===== src/rtl/mem_access_unit_pkg.sv =====
// mem_access_unit_pkg
//   Shared codes for the M-stage memory access unit.
//   - DMEXT_* : width codes shared with the load-extension stage; stores
//               use the same encoding.
//   - mau_state_e : access FSM states.
//   - mau_exc_e   : exception codes reported on exc_code.
package mem_access_unit_pkg;

   // Width select codes shared with the extension stage.
   localparam logic [2:0] DMEXT_LW = 3'd0;
   localparam logic [2:0] DMEXT_LH = 3'd1;
   localparam logic [2:0] DMEXT_LB = 3'd2;

   typedef enum logic [1:0] {
      MAU_IDLE = 2'd0,
      MAU_REQ  = 2'd1,
      MAU_DONE = 2'd2
   } mau_state_e;

   typedef enum logic [1:0] {
      MAU_EXC_LD_MISALIGN = 2'd0,
      MAU_EXC_ST_MISALIGN = 2'd1,
      MAU_EXC_BUS_TIMEOUT = 2'd2,
      MAU_EXC_ILLEGAL_SEL = 2'd3
   } mau_exc_e;

   localparam int NUM_LANES = 4;

endpackage


===== src/rtl/mau_bus_if.sv =====
// mau_bus_if
//   Word-aligned data-memory bus between the access unit (master) and
//   the memory (slave).
//   bus_req/bus_we/bus_addr/bus_be/bus_wdata : master -> slave
//   bus_ack/bus_rdata                        : slave -> master
interface mau_bus_if;
   logic        bus_req;
   logic        bus_we;
   logic [31:0] bus_addr;
   logic [3:0]  bus_be;
   logic [31:0] bus_wdata;
   logic        bus_ack;
   logic [31:0] bus_rdata;

   modport master (
      output bus_req, bus_we, bus_addr, bus_be, bus_wdata,
      input  bus_ack, bus_rdata
   );

   modport slave (
      input  bus_req, bus_we, bus_addr, bus_be, bus_wdata,
      output bus_ack, bus_rdata
   );
endinterface


===== src/rtl/mau_lane_gen.sv =====
// mau_lane_gen
//   Combinational byte-lane generation for one access.
//   sel      : width code (DMEXT_*)
//   addr_lo  : byte offset within the word
//   wdata    : right-justified store data
//   be       : byte enables for the word-aligned bus
//   lane_wd  : store data replicated into every lane it may land in
//   misalign : W not on a word boundary, or H on an odd byte
//   illegal  : sel is not one of W/H/B
module mau_lane_gen
   import mem_access_unit_pkg::*;
(
   input  logic [2:0]  sel,
   input  logic [1:0]  addr_lo,
   input  logic [31:0] wdata,
   output logic [3:0]  be,
   output logic [31:0] lane_wd,
   output logic        misalign,
   output logic        illegal
);

   logic is_w, is_h, is_b;
   logic [NUM_LANES-1:0][7:0] wd_lanes;

   assign is_w = (sel == DMEXT_LW);
   assign is_h = (sel == DMEXT_LH);
   assign is_b = (sel == DMEXT_LB);

   for (genvar i = 0; i < NUM_LANES; i++) begin : g_lane
      localparam logic [1:0] LN = 2'(i);
      // Halfwords pick their half by addr[1]; bytes pick their lane exactly.
      assign be[i] = is_w
                   | (is_h && (addr_lo[1] == LN[1]))
                   | (is_b && (addr_lo == LN));
      // Replicate so the slave can take whichever lane the enable selects.
      assign wd_lanes[i] = is_w ? wdata[8*i +: 8]
                         : is_h ? wdata[8*(i%2) +: 8]
                         :        wdata[7:0];
   end

   assign lane_wd  = wd_lanes;
   assign misalign = (is_w && (addr_lo != 2'b00)) || (is_h && addr_lo[0]);
   assign illegal  = !(is_w || is_h || is_b);

endmodule


===== src/rtl/mem_access_unit.sv =====
// mem_access_unit
//   M-stage data-memory access controller. Checks alignment, issues one
//   word-aligned bus transaction per memory instruction, stalls the
//   pipeline until the ack (or a timeout), and hands the raw read word,
//   low address bits and width to the load-extension stage.
//   clk, reset      : clock, synchronous active-low reset
//   m_valid/m_we/m_sel/m_addr/m_wdata : request from the M stage
//   stall           : freeze F/D/E/M
//   bus             : memory bus (master side)
//   rd_valid/rd_word/rd_addr_lo/rd_sel : load result to extension stage
//   exc/exc_code    : one-cycle exception pulse and its cause
module mem_access_unit
   import mem_access_unit_pkg::*;
#(
   parameter int TIMEOUT = 16
) (
   input  logic        clk,
   input  logic        reset,
   input  logic        m_valid,
   input  logic        m_we,
   input  logic [2:0]  m_sel,
   input  logic [31:0] m_addr,
   input  logic [31:0] m_wdata,
   output logic        stall,
   mau_bus_if.master   bus,
   output logic        rd_valid,
   output logic [31:0] rd_word,
   output logic [1:0]  rd_addr_lo,
   output logic [2:0]  rd_sel,
   output logic        exc,
   output logic [1:0]  exc_code
);

   localparam logic [7:0] CNT_LAST = 8'(TIMEOUT - 1);

   mau_state_e  state, state_nxt;
   logic [7:0]  cnt;
   logic [3:0]  be;
   logic [31:0] lane_wd;
   logic        misalign, illegal;
   logic        in_req;
   logic        chk_err, take_ack, take_to;

   mau_lane_gen u_lane_gen (
      .sel      (m_sel),
      .addr_lo  (m_addr[1:0]),
      .wdata    (m_wdata),
      .be       (be),
      .lane_wd  (lane_wd),
      .misalign (misalign),
      .illegal  (illegal)
   );

   // Bus signals follow the held M-stage inputs while the request is open.
   assign in_req        = (state == MAU_REQ);
   assign bus.bus_req   = in_req;
   assign bus.bus_we    = in_req & m_we;
   assign bus.bus_addr  = in_req ? {m_addr[31:2], 2'b00} : 32'h0;
   assign bus.bus_be    = in_req ? be : 4'h0;
   assign bus.bus_wdata = in_req ? lane_wd : 32'h0;

   always_comb begin
      state_nxt = state;
      stall     = 1'b0;
      chk_err   = 1'b0;
      take_ack  = 1'b0;
      take_to   = 1'b0;
      case (state)
         MAU_IDLE: begin
            if (m_valid) begin
               if (misalign || illegal) begin
                  chk_err = 1'b1;
               end else begin
                  stall     = 1'b1;
                  state_nxt = MAU_REQ;
               end
            end
         end
         MAU_REQ: begin
            stall = 1'b1;
            // An ack on the final cycle beats the timeout.
            if (bus.bus_ack) begin
               take_ack  = 1'b1;
               state_nxt = MAU_DONE;
            end else if (cnt == CNT_LAST) begin
               take_to   = 1'b1;
               state_nxt = MAU_DONE;
            end
         end
         MAU_DONE: begin
            // m_valid is ignored here: the pipeline advances at this edge,
            // so the same instruction must not be re-issued.
            state_nxt = MAU_IDLE;
         end
         default: state_nxt = MAU_IDLE;
      endcase
   end

   always_ff @(posedge clk) begin
      if (!reset) begin
         state      <= MAU_IDLE;
         cnt        <= 8'h0;
         rd_valid   <= 1'b0;
         rd_word    <= 32'h0;
         rd_addr_lo <= 2'b00;
         rd_sel     <= 3'b000;
         exc        <= 1'b0;
         exc_code   <= 2'b00;
      end else begin
         state    <= state_nxt;
         rd_valid <= 1'b0;
         exc      <= 1'b0;
         cnt      <= (in_req && state_nxt == MAU_REQ) ? cnt + 8'h1 : 8'h0;

         if (chk_err) begin
            exc <= 1'b1;
            if (illegal)   exc_code <= MAU_EXC_ILLEGAL_SEL;
            else if (m_we) exc_code <= MAU_EXC_ST_MISALIGN;
            else           exc_code <= MAU_EXC_LD_MISALIGN;
         end

         if (take_ack || take_to) begin
            rd_word    <= take_ack ? bus.bus_rdata : 32'h0;
            rd_addr_lo <= m_addr[1:0];
            rd_sel     <= m_sel;
            rd_valid   <= !m_we;
         end

         if (take_to) begin
            exc      <= 1'b1;
            exc_code <= MAU_EXC_BUS_TIMEOUT;
         end
      end
   end

endmodule


===== src/flat_wrapper.sv =====
// flat-port wrapper written by rule: the top's interface ports become plain ports
module mem_access_unit_flat import mem_access_unit_pkg::*;
#(
   parameter int TIMEOUT = 16
)
  (clk, reset, m_valid, m_we, m_sel, m_addr, m_wdata, stall, rd_valid, rd_word, rd_addr_lo, rd_sel, exc, exc_code, bus_bus_req, bus_bus_we, bus_bus_addr, bus_bus_be, bus_bus_wdata, bus_bus_ack, bus_bus_rdata);
  mau_bus_if bus_i ();
  input  logic clk;
  input  logic reset;
  input  logic m_valid;
  input  logic m_we;
  input  logic [2:0] m_sel;
  input  logic [31:0] m_addr;
  input  logic [31:0] m_wdata;
  output logic stall;
  output logic rd_valid;
  output logic [31:0] rd_word;
  output logic [1:0] rd_addr_lo;
  output logic [2:0] rd_sel;
  output logic exc;
  output logic [1:0] exc_code;
  output wire logic [$bits(bus_i.bus_req)-1:0] bus_bus_req;
  output wire logic [$bits(bus_i.bus_we)-1:0] bus_bus_we;
  output wire logic [$bits(bus_i.bus_addr)-1:0] bus_bus_addr;
  output wire logic [$bits(bus_i.bus_be)-1:0] bus_bus_be;
  output wire logic [$bits(bus_i.bus_wdata)-1:0] bus_bus_wdata;
  input wire logic [$bits(bus_i.bus_ack)-1:0] bus_bus_ack;
  input wire logic [$bits(bus_i.bus_rdata)-1:0] bus_bus_rdata;
  assign bus_bus_req = bus_i.bus_req;
  assign bus_bus_we = bus_i.bus_we;
  assign bus_bus_addr = bus_i.bus_addr;
  assign bus_bus_be = bus_i.bus_be;
  assign bus_bus_wdata = bus_i.bus_wdata;
  assign bus_i.bus_ack = bus_bus_ack;
  assign bus_i.bus_rdata = bus_bus_rdata;
  mem_access_unit #(.TIMEOUT(TIMEOUT)) u_core (.clk(clk), .reset(reset), .m_valid(m_valid), .m_we(m_we), .m_sel(m_sel), .m_addr(m_addr), .m_wdata(m_wdata), .stall(stall), .bus(bus_i), .rd_valid(rd_valid), .rd_word(rd_word), .rd_addr_lo(rd_addr_lo), .rd_sel(rd_sel), .exc(exc), .exc_code(exc_code));
endmodule

===== config.mk =====
export PLATFORM = sky130hd
export DESIGN_NAME = mem_access_unit_flat
export DESIGN_NICKNAME = d
export VERILOG_FILES = /design/src/rtl/mem_access_unit_pkg.sv /design/src/rtl/mau_bus_if.sv /design/src/rtl/mau_lane_gen.sv /design/src/rtl/mem_access_unit.sv /design/src/flat_wrapper.sv
export SDC_FILE = /design/constraint.sdc
export NUM_CORES = 1
export LEC_CHECK = 0
export BUFFER_PORTS_ARGS = -buffer_cell sky130_fd_sc_hd__buf_4
export CAP_MARGIN = 15
export CORE_ASPECT_RATIO = 0.5
export CORE_MARGIN = 8
export CORE_UTILIZATION = 42
export DETAILED_ROUTE_END_ITERATION = 7
export HOLD_SLACK_MARGIN = 0.1
export PLACE_DENSITY_LB_ADDON = 0.1
export SYNTH_ARGS = -nofsm -noshare
export SYNTH_HDL_FRONTEND = slang
export SYNTH_HIERARCHICAL = 1
export SYNTH_SLANG_ARGS = --single-unit

===== constraint.sdc =====
create_clock -name clk -period 1.9 [get_ports clk]
set_input_delay 0.19 -clock clk [delete_from_list [all_inputs] [get_ports clk]]
set_output_delay 0.19 -clock clk [all_outputs]
set_load 0.005 [all_outputs]

# ---- Word level (Yosys, flattened, before mapping)
# Index checks and enable logic that the tools add are counted.
dict set report totals {
  ram_bits 0
  input_bits 104
  mem_bits_ro 0
  reg_bits 51
  latch_bits 0
  memories 0
  elab_cells 81
}
dict set report classes {
  muxes 30
  n_lt_le_gt_ge 0
  n_div 0
  n_mul 0
  n_eq_ne 8
  n_reduce_logical 24
  n_addsub 1
  bitwise_logic 9
  shift 0
}
# operator n
set op_table {}
lappend op_table {{$mux 32} 3}
lappend op_table {{$mux 8} 4}
lappend op_table {{$mux 2} 7}
lappend op_table {{$mux 1} 13}
lappend op_table {{$logic_and 1x1->1} 9}
lappend op_table {{$add 8x1->8 const B} 1}
lappend op_table {{$eq 8x4->1 const B} 1}
lappend op_table {{$eq 2x1->1 const B} 3}
lappend op_table {{$or 1x1->1} 6}
lappend op_table {{$logic_or 1x1->1} 5}
lappend op_table {{$eq 2x2->1 const B} 2}
lappend op_table {{$logic_not 2->1} 2}
lappend op_table {{$mux 4} 1}
lappend op_table {{$pmux 2 s2} 1}
lappend op_table {{$reduce_and 2->1} 2}
lappend op_table {{$reduce_bool 2->1} 2}
lappend op_table {{$eq 3x1->1 const B} 1}
lappend op_table {{$eq 3x2->1 const B} 1}
lappend op_table {{$logic_not 3->1} 1}
lappend op_table {{$logic_not 1->1} 2}
lappend op_table {{$not 1->1} 2}
lappend op_table {{$pmux 1 s2} 1}
lappend op_table {{$reduce_or 2->1} 1}
lappend op_table {{$and 1x1->1} 1}

# ---- Depth between registers and ports, before layout
dict set report depth {
  ltp_word 11
  mapped_depth 7
  depth_no_buf 6
}

# ---- Hierarchy
# The synthesis kept the hierarchy.
# module instances area_per_inst_um2 cells_each
set modules_own_cells {}
lappend modules_own_cells {mem_access_unit 1 2626.3 325}
lappend modules_own_cells {mau_lane_gen 1 501.7 80}

# ---- Worst setup path after synthesis
# No wires, ideal clock.
dict set report synth_path {
  path_type {register to register}
  from {register u_core.cnt[4]}
  to {register u_core.rd_addr_lo[0]}
  arrival_ps 1565
  stages_incl_launch_ff 5
  path_buffers 1
  required_time_ps 1836
  setup_time_ps 64
  slack_ps 271
  cell_sequence {dfxtp_1 or4_4 buf_6 or4_1 nand4_1}
}
dict set report synth_via {
  elab_chain_cells 5
}
# element line_no
set synth_lines {}
lappend synth_lines {{start: declaration} mem_access_unit.sv:37} ;# logic [7:0] cnt;
lappend synth_lines {{start signal: assignment} mem_access_unit.sv:113} ;# cnt <= (in_req && state_nxt == MAU_REQ) ? cnt + 8'h1 : 8'h0;
lappend synth_lines {{$eq 8x4->1} mem_access_unit.sv:85} ;# end else if (cnt == CNT_LAST) begin
lappend synth_lines {{$mux 1} mem_access_unit.sv:85}
lappend synth_lines {{$mux 1} mem_access_unit.sv:82} ;# if (bus.bus_ack) begin
lappend synth_lines {{$mux 1} mem_access_unit.sv:68} ;# case (state)
lappend synth_lines {{$logic_or 1x1->1} mem_access_unit.sv:122} ;# if (take_ack || take_to) begin
lappend synth_lines {{end signal: assignment} mem_access_unit.sv:124} ;# rd_addr_lo <= m_addr[1:0];
lappend synth_lines {{end: declaration} mem_access_unit.sv:28} ;# output logic [1:0] rd_addr_lo,
# Every way passes these cells.
# A chain may end at the register's enable or synchronous reset.

# ---- Final worst setup path
dict set report layout_path {
  from {register u_core.state[1]}
  to {output port bus_bus_be[0]}
}
dict set report layout_via {
  elab_chain_cells 2
}
# element line_no
set layout_lines {}
lappend layout_lines {{start: declaration} mem_access_unit.sv:36} ;# mau_state_e state, state_nxt;
lappend layout_lines {{start signal: assignment} mem_access_unit.sv:110} ;# state <= state_nxt;
lappend layout_lines {{$eq 2x1->1} mem_access_unit.sv:55} ;# assign in_req = (state == MAU_REQ);
lappend layout_lines {{$mux 4} mem_access_unit.sv:59} ;# assign bus.bus_be = in_req ? be : 4'h0;
lappend layout_lines {{end: declaration} flat_wrapper.sv:25} ;# output wire logic [$bits(bus_i.bus_be)-1:0] bus_bus_be;
# Every way passes these cells.

==> key figures <==
Worst setup path
  • Setup crit start: u_core/state[1]
  • Crit Path Max Fanout: 52
  • R2R Setup Slk: 0.19 ns
  • FF-to-FF Start: u_core/cnt[4]
  • Critical Path RT: approximately 1.7 ns
  • Cells on worst reg2reg path: 4
  • Critical Path Source Type: flop
  • Data arrival, critical path: about 1.6 ns
  • Crit path capture type: output pin
  • Critical path class: reg -> out
  • Worst setup endpoint: bus_bus_be[0]
  • Worst R2R End: u_core/rd_word[8]

CTS
  • Number of post-CTS setup repair buffers: 0
  • Clock transition at path regs: about 0.070 ns
  • Total clock sinks: 51
  • Inserted Clock Buffers: 5
  • Clk root buf: clkbuf_16
  • CTS tree: done
  • Clock Path Buffers: 2
  • Clk_lat worst skew: 0.29 ns
  • # resized after CTS: 0
  • H-tree Lvls: 2

Synth
  • Top_reg_cell synth: dfxtp_1
  • Multiplexer share of the synthesized area: 5.44%
  • Most frequent cell after synthesis: and2_1
  • Netlist cell types: 44
  • Mapped Cells: 405
  • Largest family of logic cells by synthesized area: simple AND/OR/NAND/NOR gates
  • XOR/XNOR Fraction of Synth Area: 0.840%
  • Synth async-reset ratio: 0%
  • Sequential element share of the synthesized area: 32.6%
  • Adder-cell share of the synthesized area: 0.400%
  • Post-synthesis compound-gate area fraction: 21.0%
  • Largest cells by area after synthesis: dfxtp_1 33%, and2_1 14%, a2bb2oi_1 9.0%
  • Synth Cell Area: 3130 um2
  • Syn Area/Cell: just under 8 um2
  • Post-synth EDFFs: 0
  • Share of the synthesized area in the top cell type: 32.6%
  • Synthesized flop and latch total: 51
  • Total number of yosys warnings: 6
  • Synth top cells by count: 69 x and2_1, 65 x nand2_1, 51 x dfxtp_1, 41 x o21ai_0, 32 x a2bb2oi_1
  • Simple-Gate Fraction of Synth Area: 32.1%
  • Cell taking the most area after synthesis: dfxtp_1

Drt
  • Detail Route Antenna Nets: 0
  • DR pass1 iterations: 4
  • Residual DRC count: 0
  • Via count: 3,472
  • DRC marker count from the first detailed-route iteration: 115
  • Vias/cell: 5.02
  • Routed len/inst: 15.7 um
  • Routed wire length: 10,800 um

STA
  • Final hold violation count: 0
  • Period minus WS final: 1.77 ns
  • Unrepaired setup endpoints after global routing: false
  • Fin Clk Skew: 0.0109 ns
  • Fin. max-slew vios: 0
  • Setup TNS: 0 ns
  • Fmax: 0.566 GHz
  • Setup Viol. Count Final: 0
  • Hold slack: 0.108 ns
  • Period utilization: between 90% and 100%

Place
  • Cells after DPL: 683
  • RePlAce Congestion: 0.763
  • # port buffers: around 210
  • HPWL Detailed: 8510 um

Cells and area
  • Synth-to-Final Area Change: 56.8%
  • Antenna cells: 0
  • Layout cells sized above 1: 41.1%
  • Non-filler instance count after layout: 692
  • Final #Nets: 700

Die
  • Initial Utilization: 43.0%
  • # rows: 22
  • Die Y: 77.0 um
  • Core Area: 7270 um2
  • Die width: about 140 um
  • I/O pins: 216
  • Die area: roughly 11,000 um2

Outcome
  • Status: completed

Power
  • Clock network fraction of total power: 36.8%
  • P per Cell Area: roughly 560 nW/um2
  • Total design power: between 2 and 3 mW
  • Switching power share of the total: between 20% and 30%
  • Leakage: 2.43 nW
  • Share of total power in combinational logic: 21.9%
  • Switch Pwr: 663 uW
  • Flop pwr share: 41.2%
  • VDD IR max: 395 uV
  • Internal: 2.09 mW

GRT
  • Vias in the first global route: between 3,000 and 4,000
  • GR Overflow Total: 0
  • Gr usage total: 19.0%
  • Global-route wire length before repair: 17,300 um
  • Largest net degree at the start of global routing: 56
  • Initial antenna violation count: 0

Flow run
  • Max Cap Viol: 0

Worst hold path
  • Worst Hold Class: in -> reg
[layer usage]
metal  vias up  share of wire (%)  global-route usage [%]  routed length, um
li1       1778                  -                       -                  -
met1      1563                 42                    21.9               4580
met2       126                 49                    33.9               5330
met3         5                8.3                    7.19                899
met4         0               0.35                    2.26                 38
met5         -                  0                       0                  0
[kinds of logic (layout without fill, tap and decap cells)]
| group | Yosys count | in the layout |
|---|---|---|
| other | 1 | 2 |
| and+or+nand+nor | 189 | 189 |
| DFF | 51 | 51 |
| AOI/OAI and AO/OA | 97 | 97 |
| buffers and inverters | 47 | 237 |
| muxes | 16 | 16 |
| xor gates and xnor gates | 3 | 3 |
| adders and majority gates | 1 | 1 |
[power by group through the flow]
stage               combinational, mW  sequential, mW  clock, mW
detailed placement              0.609            1.16          0
global route                    0.660            1.14       1.10
CTS                             0.612            1.14       1.04
floorplan                       0.257            1.16          0
finish                          0.605            1.14       1.02
global placement                0.601            1.16          0
[metrics by stage]
stage          util, %  worst slack, ns  cell area, um2
2_1_floorplan        -            0.271            3130
3_3_place_gp      65.0            0.210            4720
3_5_place_dp      65.0            0.191            4720
4_1_cts           67.5            0.134            4900
5_1_grt           67.5          0.00802            4900
6_report          67.5            0.133            4900
[sequential cells by signal (all words and copies together) (netlist names)]
name	count
u_core/cnt	8
u_core/exc	1
u_core/exc_code	2
u_core/rd_addr_lo	2
u_core/rd_sel	3
u_core/rd_valid	1
u_core/rd_word	32
u_core/state	2
[worst min path at each step]
| stage | start | slack (ns) | cells past startpoint | end |
|---|---|---|---|---|
| 2_1_floorplan | m_we | 0.27 | 1 | u_core/rd_valid |
| 3_3_place_gp | m_we | 0.40 | 2 | u_core/rd_valid |
| 3_5_place_dp | m_we | 0.39 | 2 | u_core/rd_valid |
| 4_1_cts | bus_bus_rdata[10] | 0.10 | 3 | u_core/rd_word[10] |
| 5_1_grt | bus_bus_rdata[10] | 0.11 | 3 | u_core/rd_word[10] |
| 6_report | bus_bus_rdata[13] | 0.11 | 3 | u_core/rd_word[13] |
[worst max-delay path, stage by stage (launching register included)]
cell	delay, ns
dfxtp_1	0.33
nand2b_1	0.19
inv_2	0.10
buf_4	0.35
and2_1	0.20
buf_4	0.12
[layout make-up]
cell class                      count  area, um2
Fill cell                         664       2360
Multi-Input combinational cell    308       1880
Timing Repair Buffer              224       1700
Sequential cell                    51       1020
Clock buffer                        5        125
Tap cell                           96        120
Clock inverter                      3       46.3
Inverter                            5       18.8
[cells in the final DEF, fill, tap and decap left out, types with 8 or more instances in the layout]
| cell | count |
|---|---|
| buf_4 | 222 |
| and2_1 | 69 |
| nand2_1 | 65 |
| dfxtp_1 | 51 |
| o21ai_0 | 41 |
| a2bb2oi_1 | 32 |
| nor2_1 | 15 |
| nand4_1 | 11 |
| a21oi_1 | 9 |
| nand3_1 | 8 |
| mux2i_1 | 8 |
| mux2_2 | 8 |
[timing repair]
action | CTS | global route
endpoints found under the hold margin | 1 | 0
hold buffers | 1 | 0
endpoints found under the setup margin | 0 | 0
Power figures use the tool's default switching activity.
